[config.mk]
export PLATFORM = sky130hd
export DESIGN_NAME = avs_i2c_cmdq_top
export DESIGN_NICKNAME = d
export VERILOG_FILES = /design/src/rtl/i2c_pkg.sv /design/src/rtl/sync_fifo.sv /design/src/rtl/avs_i2c_cmdq_top.sv
export SDC_FILE = /design/constraint.sdc
export NUM_CORES = 1
export LEC_CHECK = 0
export ABC_AREA = 1
export CAP_MARGIN = 30
export CORE_ASPECT_RATIO = 0.6
export CORE_UTILIZATION = 35
export DETAILED_ROUTE_END_ITERATION = 7
export PLACE_DENSITY_LB_ADDON = 0.15
export SLEW_MARGIN = 10
export SYNTH_ARGS = -nofsm -noshare
export SYNTH_HDL_FRONTEND = slang
export SYNTH_SLANG_ARGS = --single-unit
[constraint.sdc]
create_clock -name clk -period 2.95 [get_ports clk]
set_input_delay 0.295 -clock clk [delete_from_list [all_inputs] [get_ports clk]]
set_output_delay 0.295 -clock clk [all_outputs]
set_load 0.05 [all_outputs]
[src/rtl/i2c_pkg.sv]
// Shared encodings for the Avalon-MM I2C command-queue front-end:
// command opcodes, register addresses, STATUS bit positions and sequencer states.
package i2c_pkg;

    typedef enum logic [2:0] {
        OP_START = 3'd0,
        OP_STOP  = 3'd1,
        OP_WRITE = 3'd2,
        OP_RACK  = 3'd3,
        OP_RNACK = 3'd4
    } op_e;

    localparam logic [2:0] REG_RXDATA  = 3'd0;
    localparam logic [2:0] REG_CMD     = 3'd1;
    localparam logic [2:0] REG_CLKDIV  = 3'd2;
    localparam logic [2:0] REG_CONTROL = 3'd3;
    localparam logic [2:0] REG_STATUS  = 3'd4;
    localparam logic [2:0] REG_IRQEN   = 3'd5;

    localparam int ST_BUSY        = 0;
    localparam int ST_ACK_FAIL    = 1;
    localparam int ST_CMD_DONE    = 2;
    localparam int ST_RX_NONEMPTY = 3;
    localparam int ST_CMD_FULL    = 4;
    localparam int ST_RX_OVF      = 5;
    localparam int ST_CMD_OVF     = 6;
    localparam int ST_BAD_OP      = 7;

    typedef enum logic [1:0] {
        S_IDLE  = 2'd0,
        S_ISSUE = 2'd1,
        S_WAIT  = 2'd2
    } seq_state_e;

    function automatic logic op_valid(input logic [2:0] op);
        return op <= 3'd4;
    endfunction

endpackage

[src/rtl/sync_fifo.sv]
// Single-clock FIFO with flush; level is kept separately from the wrapping
// pointers so a full FIFO and an empty FIFO are distinguishable.
module sync_fifo #(
    parameter int WIDTH = 8,
    parameter int DEPTH = 8
) (
    input  logic                     clk,
    input  logic                     reset_n,
    input  logic                     push,
    input  logic                     pop,
    input  logic                     flush,
    input  logic [WIDTH-1:0]         din,
    output logic [WIDTH-1:0]         dout,
    output logic                     full,
    output logic                     empty,
    output logic [$clog2(DEPTH):0]   level
);
    localparam int AW = $clog2(DEPTH);
    localparam logic [AW:0] FULL_LEVEL = (AW+1)'(DEPTH);

    logic [WIDTH-1:0] r_mem [DEPTH];
    logic [AW-1:0]    r_rd_ptr;
    logic [AW-1:0]    r_wr_ptr;
    logic [AW:0]      r_level;
    logic             w_pop;
    logic             w_push;

    assign empty = (r_level == '0);
    assign full  = (r_level == FULL_LEVEL);
    assign level = r_level;
    assign dout  = r_mem[r_rd_ptr];

    // A pop in the same cycle frees a slot, so a full FIFO still accepts the push.
    assign w_pop  = pop && !empty && !flush;
    assign w_push = push && (!full || (pop && !empty)) && !flush;

    // NOTE: storage is deliberately not reset; only pointers and level define validity.
    always_ff @(posedge clk) begin
        if (w_push) r_mem[r_wr_ptr] <= din;
    end

    // NOTE: every sequential assignment is non-blocking so all state updates
    // see the same pre-edge values regardless of statement order.
    always_ff @(posedge clk or negedge reset_n) begin
        if (!reset_n) begin
            r_rd_ptr <= '0;
            r_wr_ptr <= '0;
            r_level  <= '0;
        end else if (flush) begin
            r_rd_ptr <= '0;
            r_wr_ptr <= '0;
            r_level  <= '0;
        end else begin
            if (w_push) r_wr_ptr <= r_wr_ptr + AW'(1);
            if (w_pop)  r_rd_ptr <= r_rd_ptr + AW'(1);
            case ({w_push, w_pop})
                2'b10:   r_level <= r_level + (AW+1)'(1);
                2'b01:   r_level <= r_level - (AW+1)'(1);
                default: ;
            endcase
        end
    end

endmodule

[src/rtl/avs_i2c_cmdq_top.sv]
// Avalon-MM front-end that queues I2C primitives for i2c_core, issues them one
// at a time, collects received bytes and raises a maskable level interrupt.
module avs_i2c_cmdq_top
    import i2c_pkg::*;
#(
    parameter int          CMD_DEPTH     = 8,
    parameter int          RX_DEPTH      = 8,
    parameter logic [15:0] CLK_DIV_RST   = 16'd250,
    parameter bit          ABORT_ON_NACK = 1'b1
) (
    input  logic        clk,
    input  logic        reset_n,
    input  logic [2:0]  avs_s0_address,
    input  logic        avs_s0_read,
    output logic [31:0] avs_s0_readdata,
    input  logic        avs_s0_write,
    input  logic [31:0] avs_s0_writedata,
    output logic        avs_s0_irq,
    output logic [15:0] clk_div,
    output logic        core_start,
    output logic        core_stop,
    output logic        core_write,
    output logic        core_read_ack,
    output logic        core_read_nack,
    output logic [7:0]  core_txdata,
    input  logic [7:0]  core_rxdata,
    input  logic        core_buzy,
    input  logic        core_ack_fail,
    input  logic        core_rx_done,
    input  logic        core_tx_done,
    input  logic        core_start_done,
    input  logic        core_stop_done
);
    localparam int CAW = $clog2(CMD_DEPTH);
    localparam int RAW = $clog2(RX_DEPTH);

    seq_state_e  r_state;
    op_e         r_op;
    logic [15:0] r_clk_div;
    logic [7:0]  r_irq_en;
    logic        r_ack_fail, r_cmd_done, r_rx_ovf, r_cmd_ovf, r_bad_op, r_irq;
    logic        r_core_start, r_core_stop, r_core_write, r_core_rack, r_core_rnack;
    logic [7:0]  r_core_txdata;

    logic        w_wr_cmd, w_wr_clkdiv, w_wr_ctrl, w_wr_status, w_wr_irqen;
    logic        w_op_ok, w_op_bad, w_nack;
    logic        w_cmd_push, w_cmd_pop, w_cmd_flush, w_cmd_full, w_cmd_empty, w_cmd_ovf_set;
    logic [10:0] w_cmd_head;
    logic [CAW:0] w_cmd_level;
    op_e         w_head_op;
    logic        w_rx_pop, w_rx_flush, w_rx_full, w_rx_empty, w_rx_ovf_set;
    logic [7:0]  w_rx_head;
    logic [RAW:0] w_rx_level;
    logic        w_done_match, w_cmd_done_set;
    logic [7:0]  w_clr;
    logic [31:0] w_status;

    assign w_wr_cmd    = avs_s0_write && (avs_s0_address == REG_CMD);
    assign w_wr_clkdiv = avs_s0_write && (avs_s0_address == REG_CLKDIV);
    assign w_wr_ctrl   = avs_s0_write && (avs_s0_address == REG_CONTROL);
    assign w_wr_status = avs_s0_write && (avs_s0_address == REG_STATUS);
    assign w_wr_irqen  = avs_s0_write && (avs_s0_address == REG_IRQEN);

    assign w_op_ok       = op_valid(avs_s0_writedata[10:8]);
    assign w_op_bad      = w_wr_cmd && !w_op_ok;
    assign w_nack        = core_tx_done && core_ack_fail;
    assign w_cmd_flush   = (w_wr_ctrl && avs_s0_writedata[0]) || (ABORT_ON_NACK && w_nack);
    assign w_cmd_push    = w_wr_cmd && w_op_ok && !w_cmd_full;
    assign w_cmd_ovf_set = w_wr_cmd && w_op_ok && w_cmd_full;
    assign w_cmd_pop     = (r_state == S_ISSUE);
    assign w_head_op     = op_e'(w_cmd_head[10:8]);

    assign w_rx_flush    = w_wr_ctrl && avs_s0_writedata[1];
    assign w_rx_pop      = avs_s0_read && (avs_s0_address == REG_RXDATA) && !w_rx_empty;
    assign w_rx_ovf_set  = core_rx_done && w_rx_full && !w_rx_pop;

    assign w_clr          = w_wr_status ? avs_s0_writedata[7:0] : 8'h00;
    assign w_cmd_done_set = (r_state == S_WAIT) && w_done_match && w_cmd_empty;

    sync_fifo #(.WIDTH(11), .DEPTH(CMD_DEPTH)) u_cmd_fifo (
        .clk     (clk),
        .reset_n (reset_n),
        .push    (w_cmd_push),
        .pop     (w_cmd_pop),
        .flush   (w_cmd_flush),
        .din     (avs_s0_writedata[10:0]),
        .dout    (w_cmd_head),
        .full    (w_cmd_full),
        .empty   (w_cmd_empty),
        .level   (w_cmd_level)
    );

    sync_fifo #(.WIDTH(8), .DEPTH(RX_DEPTH)) u_rx_fifo (
        .clk     (clk),
        .reset_n (reset_n),
        .push    (core_rx_done),
        .pop     (w_rx_pop),
        .flush   (w_rx_flush),
        .din     (core_rxdata),
        .dout    (w_rx_head),
        .full    (w_rx_full),
        .empty   (w_rx_empty),
        .level   (w_rx_level)
    );

    // NOTE: every combinational output gets a default first, so no path infers a latch.
    always_comb begin
        w_done_match = 1'b0;
        case (r_op)
            OP_START:         w_done_match = core_start_done;
            OP_STOP:          w_done_match = core_stop_done;
            OP_WRITE:         w_done_match = core_tx_done;
            OP_RACK, OP_RNACK: w_done_match = core_rx_done;
            default:          w_done_match = 1'b0;
        endcase
    end

    always_comb begin
        w_status                 = '0;
        w_status[ST_BUSY]        = (r_state != S_IDLE) || core_buzy;
        w_status[ST_ACK_FAIL]    = r_ack_fail;
        w_status[ST_CMD_DONE]    = r_cmd_done;
        w_status[ST_RX_NONEMPTY] = !w_rx_empty;
        w_status[ST_CMD_FULL]    = w_cmd_full;
        w_status[ST_RX_OVF]      = r_rx_ovf;
        w_status[ST_CMD_OVF]     = r_cmd_ovf;
        w_status[ST_BAD_OP]      = r_bad_op;
        w_status[15:8]           = 8'(w_cmd_level);
        w_status[23:16]          = 8'(w_rx_level);
    end

    always_comb begin
        avs_s0_readdata = '0;
        case (avs_s0_address)
            REG_RXDATA: if (!w_rx_empty) avs_s0_readdata[8:0] = {1'b1, w_rx_head};
            REG_CLKDIV: avs_s0_readdata[15:0] = r_clk_div;
            REG_STATUS: avs_s0_readdata = w_status;
            REG_IRQEN:  avs_s0_readdata[7:0] = r_irq_en;
            default:    ;
        endcase
    end

    // Pulses are registered on the IDLE->ISSUE edge so they are high exactly in ISSUE.
    always_ff @(posedge clk or negedge reset_n) begin
        if (!reset_n) begin
            r_state       <= S_IDLE;
            r_op          <= OP_START;
            r_core_start  <= 1'b0;
            r_core_stop   <= 1'b0;
            r_core_write  <= 1'b0;
            r_core_rack   <= 1'b0;
            r_core_rnack  <= 1'b0;
            r_core_txdata <= 8'h00;
        end else begin
            r_core_start <= 1'b0;
            r_core_stop  <= 1'b0;
            r_core_write <= 1'b0;
            r_core_rack  <= 1'b0;
            r_core_rnack <= 1'b0;
            case (r_state)
                S_IDLE: begin
                    if (!w_cmd_empty && !core_buzy && !w_cmd_flush) begin
                        r_state <= S_ISSUE;
                        r_op    <= w_head_op;
                        case (w_head_op)
                            OP_START: r_core_start <= 1'b1;
                            OP_STOP:  r_core_stop  <= 1'b1;
                            OP_WRITE: begin
                                r_core_write  <= 1'b1;
                                r_core_txdata <= w_cmd_head[7:0];
                            end
                            OP_RACK:  r_core_rack  <= 1'b1;
                            OP_RNACK: r_core_rnack <= 1'b1;
                            default:  ;
                        endcase
                    end
                end
                S_ISSUE: r_state <= S_WAIT;
                S_WAIT:  if (w_done_match) r_state <= S_IDLE;
                default: r_state <= S_IDLE;
            endcase
        end
    end

    // Sticky bits: a set event in the same cycle as a W1C clear wins.
    always_ff @(posedge clk or negedge reset_n) begin
        if (!reset_n) begin
            r_clk_div  <= CLK_DIV_RST;
            r_irq_en   <= 8'h00;
            r_ack_fail <= 1'b0;
            r_cmd_done <= 1'b0;
            r_rx_ovf   <= 1'b0;
            r_cmd_ovf  <= 1'b0;
            r_bad_op   <= 1'b0;
            r_irq      <= 1'b0;
        end else begin
            if (w_wr_clkdiv) r_clk_div <= avs_s0_writedata[15:0];
            if (w_wr_irqen)  r_irq_en  <= avs_s0_writedata[7:0];
            r_ack_fail <= (r_ack_fail & ~w_clr[ST_ACK_FAIL]) | w_nack;
            r_cmd_done <= (r_cmd_done & ~w_clr[ST_CMD_DONE]) | w_cmd_done_set;
            r_rx_ovf   <= (r_rx_ovf   & ~w_clr[ST_RX_OVF])   | w_rx_ovf_set;
            r_cmd_ovf  <= (r_cmd_ovf  & ~w_clr[ST_CMD_OVF])  | w_cmd_ovf_set;
            r_bad_op   <= (r_bad_op   & ~w_clr[ST_BAD_OP])   | w_op_bad;
            r_irq      <= |(w_status[7:1] & r_irq_en[7:1]);
        end
    end

    assign avs_s0_irq     = r_irq;
    assign clk_div        = r_clk_div;
    assign core_start     = r_core_start;
    assign core_stop      = r_core_stop;
    assign core_write     = r_core_write;
    assign core_read_ack  = r_core_rack;
    assign core_read_nack = r_core_rnack;
    assign core_txdata    = r_core_txdata;

endmodule
==> results of run 1 <==
==> path summary, 6_finish.rpt <==
| check | to | from |
|---|---|---|
| min in group clk | clk_div[14]$_DFFE_PN0P_ | avs_s0_writedata[14] |
| max in group asynchronous | clk_div[1]$_DFFE_PN1P_ | reset_n |
| setup / recovery | avs_s0_readdata[8] | u_rx_fifo.level[1]$_DFFE_PN0P_ |
| hold / removal | clk_div[10]$_DFFE_PN0P_ | reset_n |
| hold reg to reg | core_txdata[0]$_DFFE_PN0P_ | core_txdata[0]$_DFFE_PN0P_ |
| setup reg to reg | u_cmd_fifo.level[2]$_DFFE_PN0P_ | u_cmd_fifo.level[0]$_DFFE_PN0P_ |
==> cells by family (layout without fill, tap and decap cells) <==
kind of cell / after synthesis / after routing / share of synthesized area, %
xor+xnor: 8 / 8 / 0.720
buf+inv: 129 / 253 / 6.04
compound gates: 172 / 172 / 9.46
mux: 4 / 4 / 0.463
other cells: 1 / 12 / 0.0385
fa+ha+maj: 11 / 11 / 1.41
simple gates: 393 / 393 / 17.4
flops: 220 / 220 / 64.4
==> state kept, by name, indices dropped and copies added (netlist names), 4 cells and up <==
signal and cells:
u_rx_fifo.level 4, r_irq_en 8, u_cmd_fifo.r_mem 88, u_cmd_fifo.level 4
u_rx_fifo.r_mem 64, clk_div 16, core_txdata 8
==> critical path, cell delays in order (launching register included) <==
cell     delay, ns
dfrtp_1       0.44
nor2_1        0.18
nand3_2       0.19
nand2_1       0.18
inv_1         0.12
buf_4         0.20
a221o_1       0.34
buf_12        0.18
==> cells in the mapped netlist (4+ instances only) <==
cell and number:
o211ai_1 10, mux2_2 4, a21oi_1 13, edfxtp_1 152
dfrtp_1 62, xor2_1 7, nand3_2 4, o21ai_0 97
nand2_1 175, buf_6 4, clkbuf_1 13, nand3_1 44
inv_1 78, nor2_1 144, o22ai_1 4, buf_2 14
inv_2 6, buf_4 13, dfstp_2 6, nand2_2 5
nor3_2 4, o21ai_1 39, ha_1 11
==> where the power goes <==
part	leakage (nW)	switching (W)	total, W	internal (W)
registers	2.22	0.000216	0.00381	0.00359
clock network	0.334	0.00117	0.00271	0.00154
logic	2.34	0.00127	0.00195	0.000677
total	4.90	0.00266	0.00846	0.00580
==> through the flow <==
stage / instance area (um^2) / hold slack [ns]
global route: 12000 / 0.140
global placement: 11300 / 0.462
finish: 12000 / 0.157
detailed placement: 11300 / 0.463
CTS: 12000 / 0.350
floorplan: 9780 / -0.000591
==> routing by layer <==
metal	share of wire [%]	wire [um]	global-route usage [%]	vias to the layer above
met1	53	13600	30.4	3274
met5	0	0	0	-
met2	39	10100	24.1	194
met4	1.2	296	2.97	0
met3	6.5	1670	3.80	27
li1	-	-	-	3377
==> layout make-up <==
type | instances | area, um^2
clock inverters | 11 | 76.3
flip-flops and latches | 220 | 6270
repair buffers | 128 | 1360
clock buffers | 29 | 608
fillers | 2539 | 14900
well taps | 360 | 450
inverters | 85 | 327
multi-input cells | 600 | 2920
==> flow_metrics.env, run 1 <==
export IMPL_status="finished, final reports clean"
export IMPL_die_x_um=217
export IMPL_cts_setup_buffers=0
export IMPL_first_iter_violations=509
export IMPL_clockBufferDepth=3
export IMPL_drv_cap=0
export IMPL_mostFrequentLayoutCells="nand2_1 (175), edfxtp_1 (152), nor2_1 (144)"
export IMPL_arrival_ns=2.35
export IMPL_cp_start_kind="flop"
export IMPL_fp_dieArea_um2=28500
export IMPL_htree_num_levels=1
export IMPL_dp_hpwl_mm=17.3
export IMPL_numCtsBuffers=22
export IMPL_final_common_cell="nand2_1"
export IMPL_worst_pin_slew_ns=0.612
export IMPL_setup_slack_ns=0.303
export IMPL_vias_per_cell=4.80
export IMPL_timing_fmax_mhz=378
export IMPL_r2r_slack_ns=0.57
export IMPL_dp_slack_ns=0.140
export IMPL_ctsResizeCount=0
export IMPL_p_total_w=0.00846
export IMPL_synth_seq_cells=220
export IMPL_yosys_top_cells_area="edfxtp_1 (47%), dfrtp_1 (16%), nand2_1 (6.7%)"
export IMPL_synthCells=938
export IMPL_cts_sinks=220
export IMPL_grt_start_max_net_pins=69
export IMPL_crit_fanout=6
export IMPL_critPathRequiredTime_ns=2.65
export IMPL_rows=46
export IMPL_leakage_nw=4.90
export IMPL_via_count=6872
export IMPL_synth_edf_count=152
export IMPL_relSlewSlack_pct=59.1
export IMPL_cts_root_buf="clkbuf_16"
export IMPL_synth_top_area_cell="edfxtp_1"
export IMPL_synth_distinct_cells=40
export IMPL_min_period_ns=2.65
export IMPL_r2r_cells=12
export IMPL_setup_violations=0
export IMPL_critical_path_class="flop to output pin"
export IMPL_period_share_pct=89.7
export IMPL_avgSynthCellArea_um2=10.4
export IMPL_grt_pass1_wl_mm=39.8
export IMPL_fin_tns_setup_ns=0
export IMPL_layoutNonFillerInstCount=1433
export IMPL_finalNetCount=1121
export IMPL_hold_path_class="primary input to asynchronous set/reset pin"
export IMPL_area_growth_pct=23.3
export IMPL_drt_total_wl_mm=25.6
export IMPL_rsz0062_at_grt="false"
export IMPL_wl_per_cell_um=17.9
export IMPL_synthArstFlopShare_pct=30.9
export IMPL_grt_use_total_pct=18.3
export IMPL_end_kind="output pin"
export IMPL_drv_slew=0
export IMPL_yosysWarningCount=0
export IMPL_drive_above_1_share_pct=12.4
export IMPL_core_area_um2=26900
export IMPL_insertion_delay_ns=0.51
export IMPL_antenna_found_initial=0
export IMPL_yosysSeqAreaShare_pct=64.4
export IMPL_die_h_um=131
export IMPL_p_per_area_nw_per_um2=705
export IMPL_clk_pin_slew_ns=0.07
export IMPL_peakVddDrop_v=0.000296
export IMPL_cts_tree="built"
export IMPL_drcViolationCount=0
export IMPL_ioPinCount=115
export IMPL_n_antenna_cell=0
export IMPL_cts_hold_buffers=1
export IMPL_overflow=0
export IMPL_synth_flop_cell="edfxtp_1"
export IMPL_yosysTopAreaCellShare_pct=46.9
export IMPL_finalHoldViolCount=0
export IMPL_final_util_pct=44.7
export IMPL_mappedNetlistArea_um2=9740
export IMPL_dpl_cell_count=1391
export IMPL_grt_pass1_vias=6536
export IMPL_gp_congestion=0.821
export IMPL_drt_pass1_iterations=5
export IMPL_worst_clock_skew_ns=0.0109
export IMPL_io_buffers=86
export IMPL_initial_core_util_pct=36.2
export IMPL_antenna_left=0
No activity file was read; power rests on OpenSTA's default activity.
==> run 2: changes to the inputs <==
--- a/config.mk
+++ b/config.mk
@@ -7,7 +7,8 @@
 export LEC_CHECK = 0
 export ABC_AREA = 1
 export CAP_MARGIN = 30
-export CORE_ASPECT_RATIO = 0.6
+export CELL_PAD_IN_SITES_DETAIL_PLACEMENT = 1
+export CELL_PAD_IN_SITES_GLOBAL_PLACEMENT = 1
 export CORE_UTILIZATION = 35
 export DETAILED_ROUTE_END_ITERATION = 7
 export PLACE_DENSITY_LB_ADDON = 0.15
==> constraint.sdc (replaced) <==
create_clock -name clk -period 3.2 [get_ports clk]
set_input_delay 0.32 -clock clk [delete_from_list [all_inputs] [get_ports clk]]
set_output_delay 0.32 -clock clk [all_outputs]
set_load 0.05 [all_outputs]
==> flow_metrics.env, run 2 (synthesized netlist as in run 1, its figures left out) <==
export IMPL_critPathRequiredTime_ns=2.88
export IMPL_setup_slack_ns=0.535
export IMPL_io_buffers=86
export IMPL_fin_tns_setup_ns=0
export IMPL_final_common_cell="nand2_1"
export IMPL_ioPinCount=115
export IMPL_critPathLaunch="u_rx_fifo.level[1]$_DFFE_PN0P_"
export IMPL_drt_pass1_iterations=5
export IMPL_die_x_um=169
export IMPL_overflow=0
export IMPL_numCtsBuffers=26
export IMPL_cts_hold_buffers=1
export IMPL_vias_per_cell=4.86
export IMPL_n_fill_cell=2979
export IMPL_r2r_cells=16
export IMPL_ctsResizeCount=0
export IMPL_dp_hpwl_mm=17.9
export IMPL_crit_family="simple AND/OR/NAND/NOR gates"
export IMPL_setup_violations=0
export IMPL_path_cells="nor2_1, nand3_2, nand2_1, inv_1, nand3_1, nand4_1, buf_12"
export IMPL_drive_above_1_share_pct=12.5
export IMPL_clk_pin_slew_ns=0.06
export IMPL_r2r_slack_ns=0.69
export IMPL_worst_pin_slew_ns=0.659
export IMPL_end_kind="output pin"
export IMPL_largest_reg_flops=88
export IMPL_cts_root_buf="clkbuf_16"
export IMPL_wl_per_cell_um=18.5
export IMPL_cts_tree="built"
export IMPL_via_count=7045
export IMPL_antenna_left=0
export IMPL_rows=60
export IMPL_final_util_pct=45.3
export IMPL_top_register="u_cmd_fifo.r_mem"
export IMPL_clockBufferDepth=3
export IMPL_dpl_cell_count=1400
export IMPL_r2r_start="u_rx_fifo.level[1]$_DFFE_PN0P_"
export IMPL_drv_slew=0
export IMPL_status="finished, final reports clean"
export IMPL_p_total_w=0.00862
export IMPL_drt_total_wl_mm=26.9
export IMPL_dp_slack_ns=0.261
export IMPL_rsz0062_at_grt="false"
export IMPL_min_period_ns=2.67
export IMPL_drv_cap=0
export IMPL_grt_pass1_vias=7229
export IMPL_finalHoldViolCount=0
export IMPL_critical_path_class="flop to output pin"
export IMPL_drcViolationCount=0
export IMPL_cp_slowest_stage_delay_ns=0.44
export IMPL_peakVddDrop_v=0.000523
export IMPL_period_share_pct=83.3
export IMPL_first_iter_violations=413
export IMPL_cp_start_kind="flop"
export IMPL_worst_clock_skew_ns=0.0228
export IMPL_cts_sinks=220
export IMPL_core_area_um2=27100
export IMPL_grt_start_max_net_pins=69
export IMPL_insertion_delay_ns=0.53
export IMPL_relSlewSlack_pct=56.0
export IMPL_die_h_um=169
export IMPL_initial_core_util_pct=35.9
export IMPL_arrival_ns=2.35
export IMPL_grt_pass1_wl_mm=41.9
export IMPL_leakage_nw=5.01
export IMPL_crit_fanout=9
export IMPL_cp_endpoint="avs_s0_readdata[5]"
export IMPL_p_per_area_nw_per_um2=702
export IMPL_finalNetCount=1122
export IMPL_n_antenna_cell=0
export IMPL_layoutNonFillerInstCount=1450
export IMPL_path_depth=7
export IMPL_timing_fmax_mhz=375
export IMPL_r2r_end="u_rx_fifo.level[3]$_DFFE_PN0P_"
export IMPL_htree_num_levels=1
export IMPL_gp_congestion=0.782
export IMPL_antenna_found_initial=0
export IMPL_mostFrequentLayoutCells="nand2_1 (175), edfxtp_1 (152), nor2_1 (144)"
export IMPL_cts_setup_buffers=0
export IMPL_slowest_stage="dfrtp_1"
export IMPL_critPathBufInv=2
export IMPL_grt_use_total_pct=19.4
export IMPL_area_growth_pct=26.1
export IMPL_fp_dieArea_um2=28500
export IMPL_hold_path_class="primary input to asynchronous set/reset pin"
[run 2: cell types whose count changed in the layout (fill, tap and decap cells not counted)]
cell and change:
clkdlybuf4s50_1 +4, bufinv_16 +6, clkbuf_1 +4, clkbuf_8 +3, clkinv_1 -5, clkinv_2 -3, buf_4 -5, clkinvlp_4 -1
clkbuf_16 +4, buf_12 -2
[run 2: through the flow]
stage	hold WS, ns	cell area [um^2]
5_1_grt	0.203	12300
4_1_cts	0.349	12300
3_5_place_dp	0.457	11300
2_1_floorplan	0.0244	9780
3_3_place_gp	0.453	11300
6_report	0.195	12300
[run 2: worst min path at each step]
stage,startpoint,cells past startpoint,endpoint
final,reset_n,2,core_txdata[6]$_DFFE_PN0P_
after detailed placement,core_txdata[3]$_DFFE_PN0P_,2,core_txdata[3]$_DFFE_PN0P_
after CTS,avs_s0_writedata[13],3,clk_div[13]$_DFFE_PN0P_
after floorplan,reset_n,0,avs_s0_irq$_DFF_PN0_
after global placement,core_txdata[0]$_DFFE_PN0P_,2,core_txdata[0]$_DFFE_PN0P_
after global routing,reset_n,2,core_txdata[6]$_DFFE_PN0P_
[run 2: power breakdown]
part	internal [W]	switching (W)	total, W
clock	0.00220	0.00116	0.00336
sequential	0.00331	0.000156	0.00347
combinational	0.000603	0.00119	0.00180
[run 2: metal layers]
| metal | track usage [%] | part of all wire, % |
|---|---|---|
| met1 | 26.1 | 44 |
| met2 | 31.7 | 48 |
| met3 | 3.27 | 4.4 |
| met4 | 6.36 | 3.0 |
| met5 | 0 | 0 |
[run 2: area by class of cell]
class,instances,area (um^2),area share [%]
clock buffer,40,764,6.22
multi-input combinational,600,2920,23.8
timing repair buffer,125,1320,10.8
clock inverter,8,215,1.75
inverter,85,327,2.66
sequential,220,6270,51.1
tap,372,465,3.79
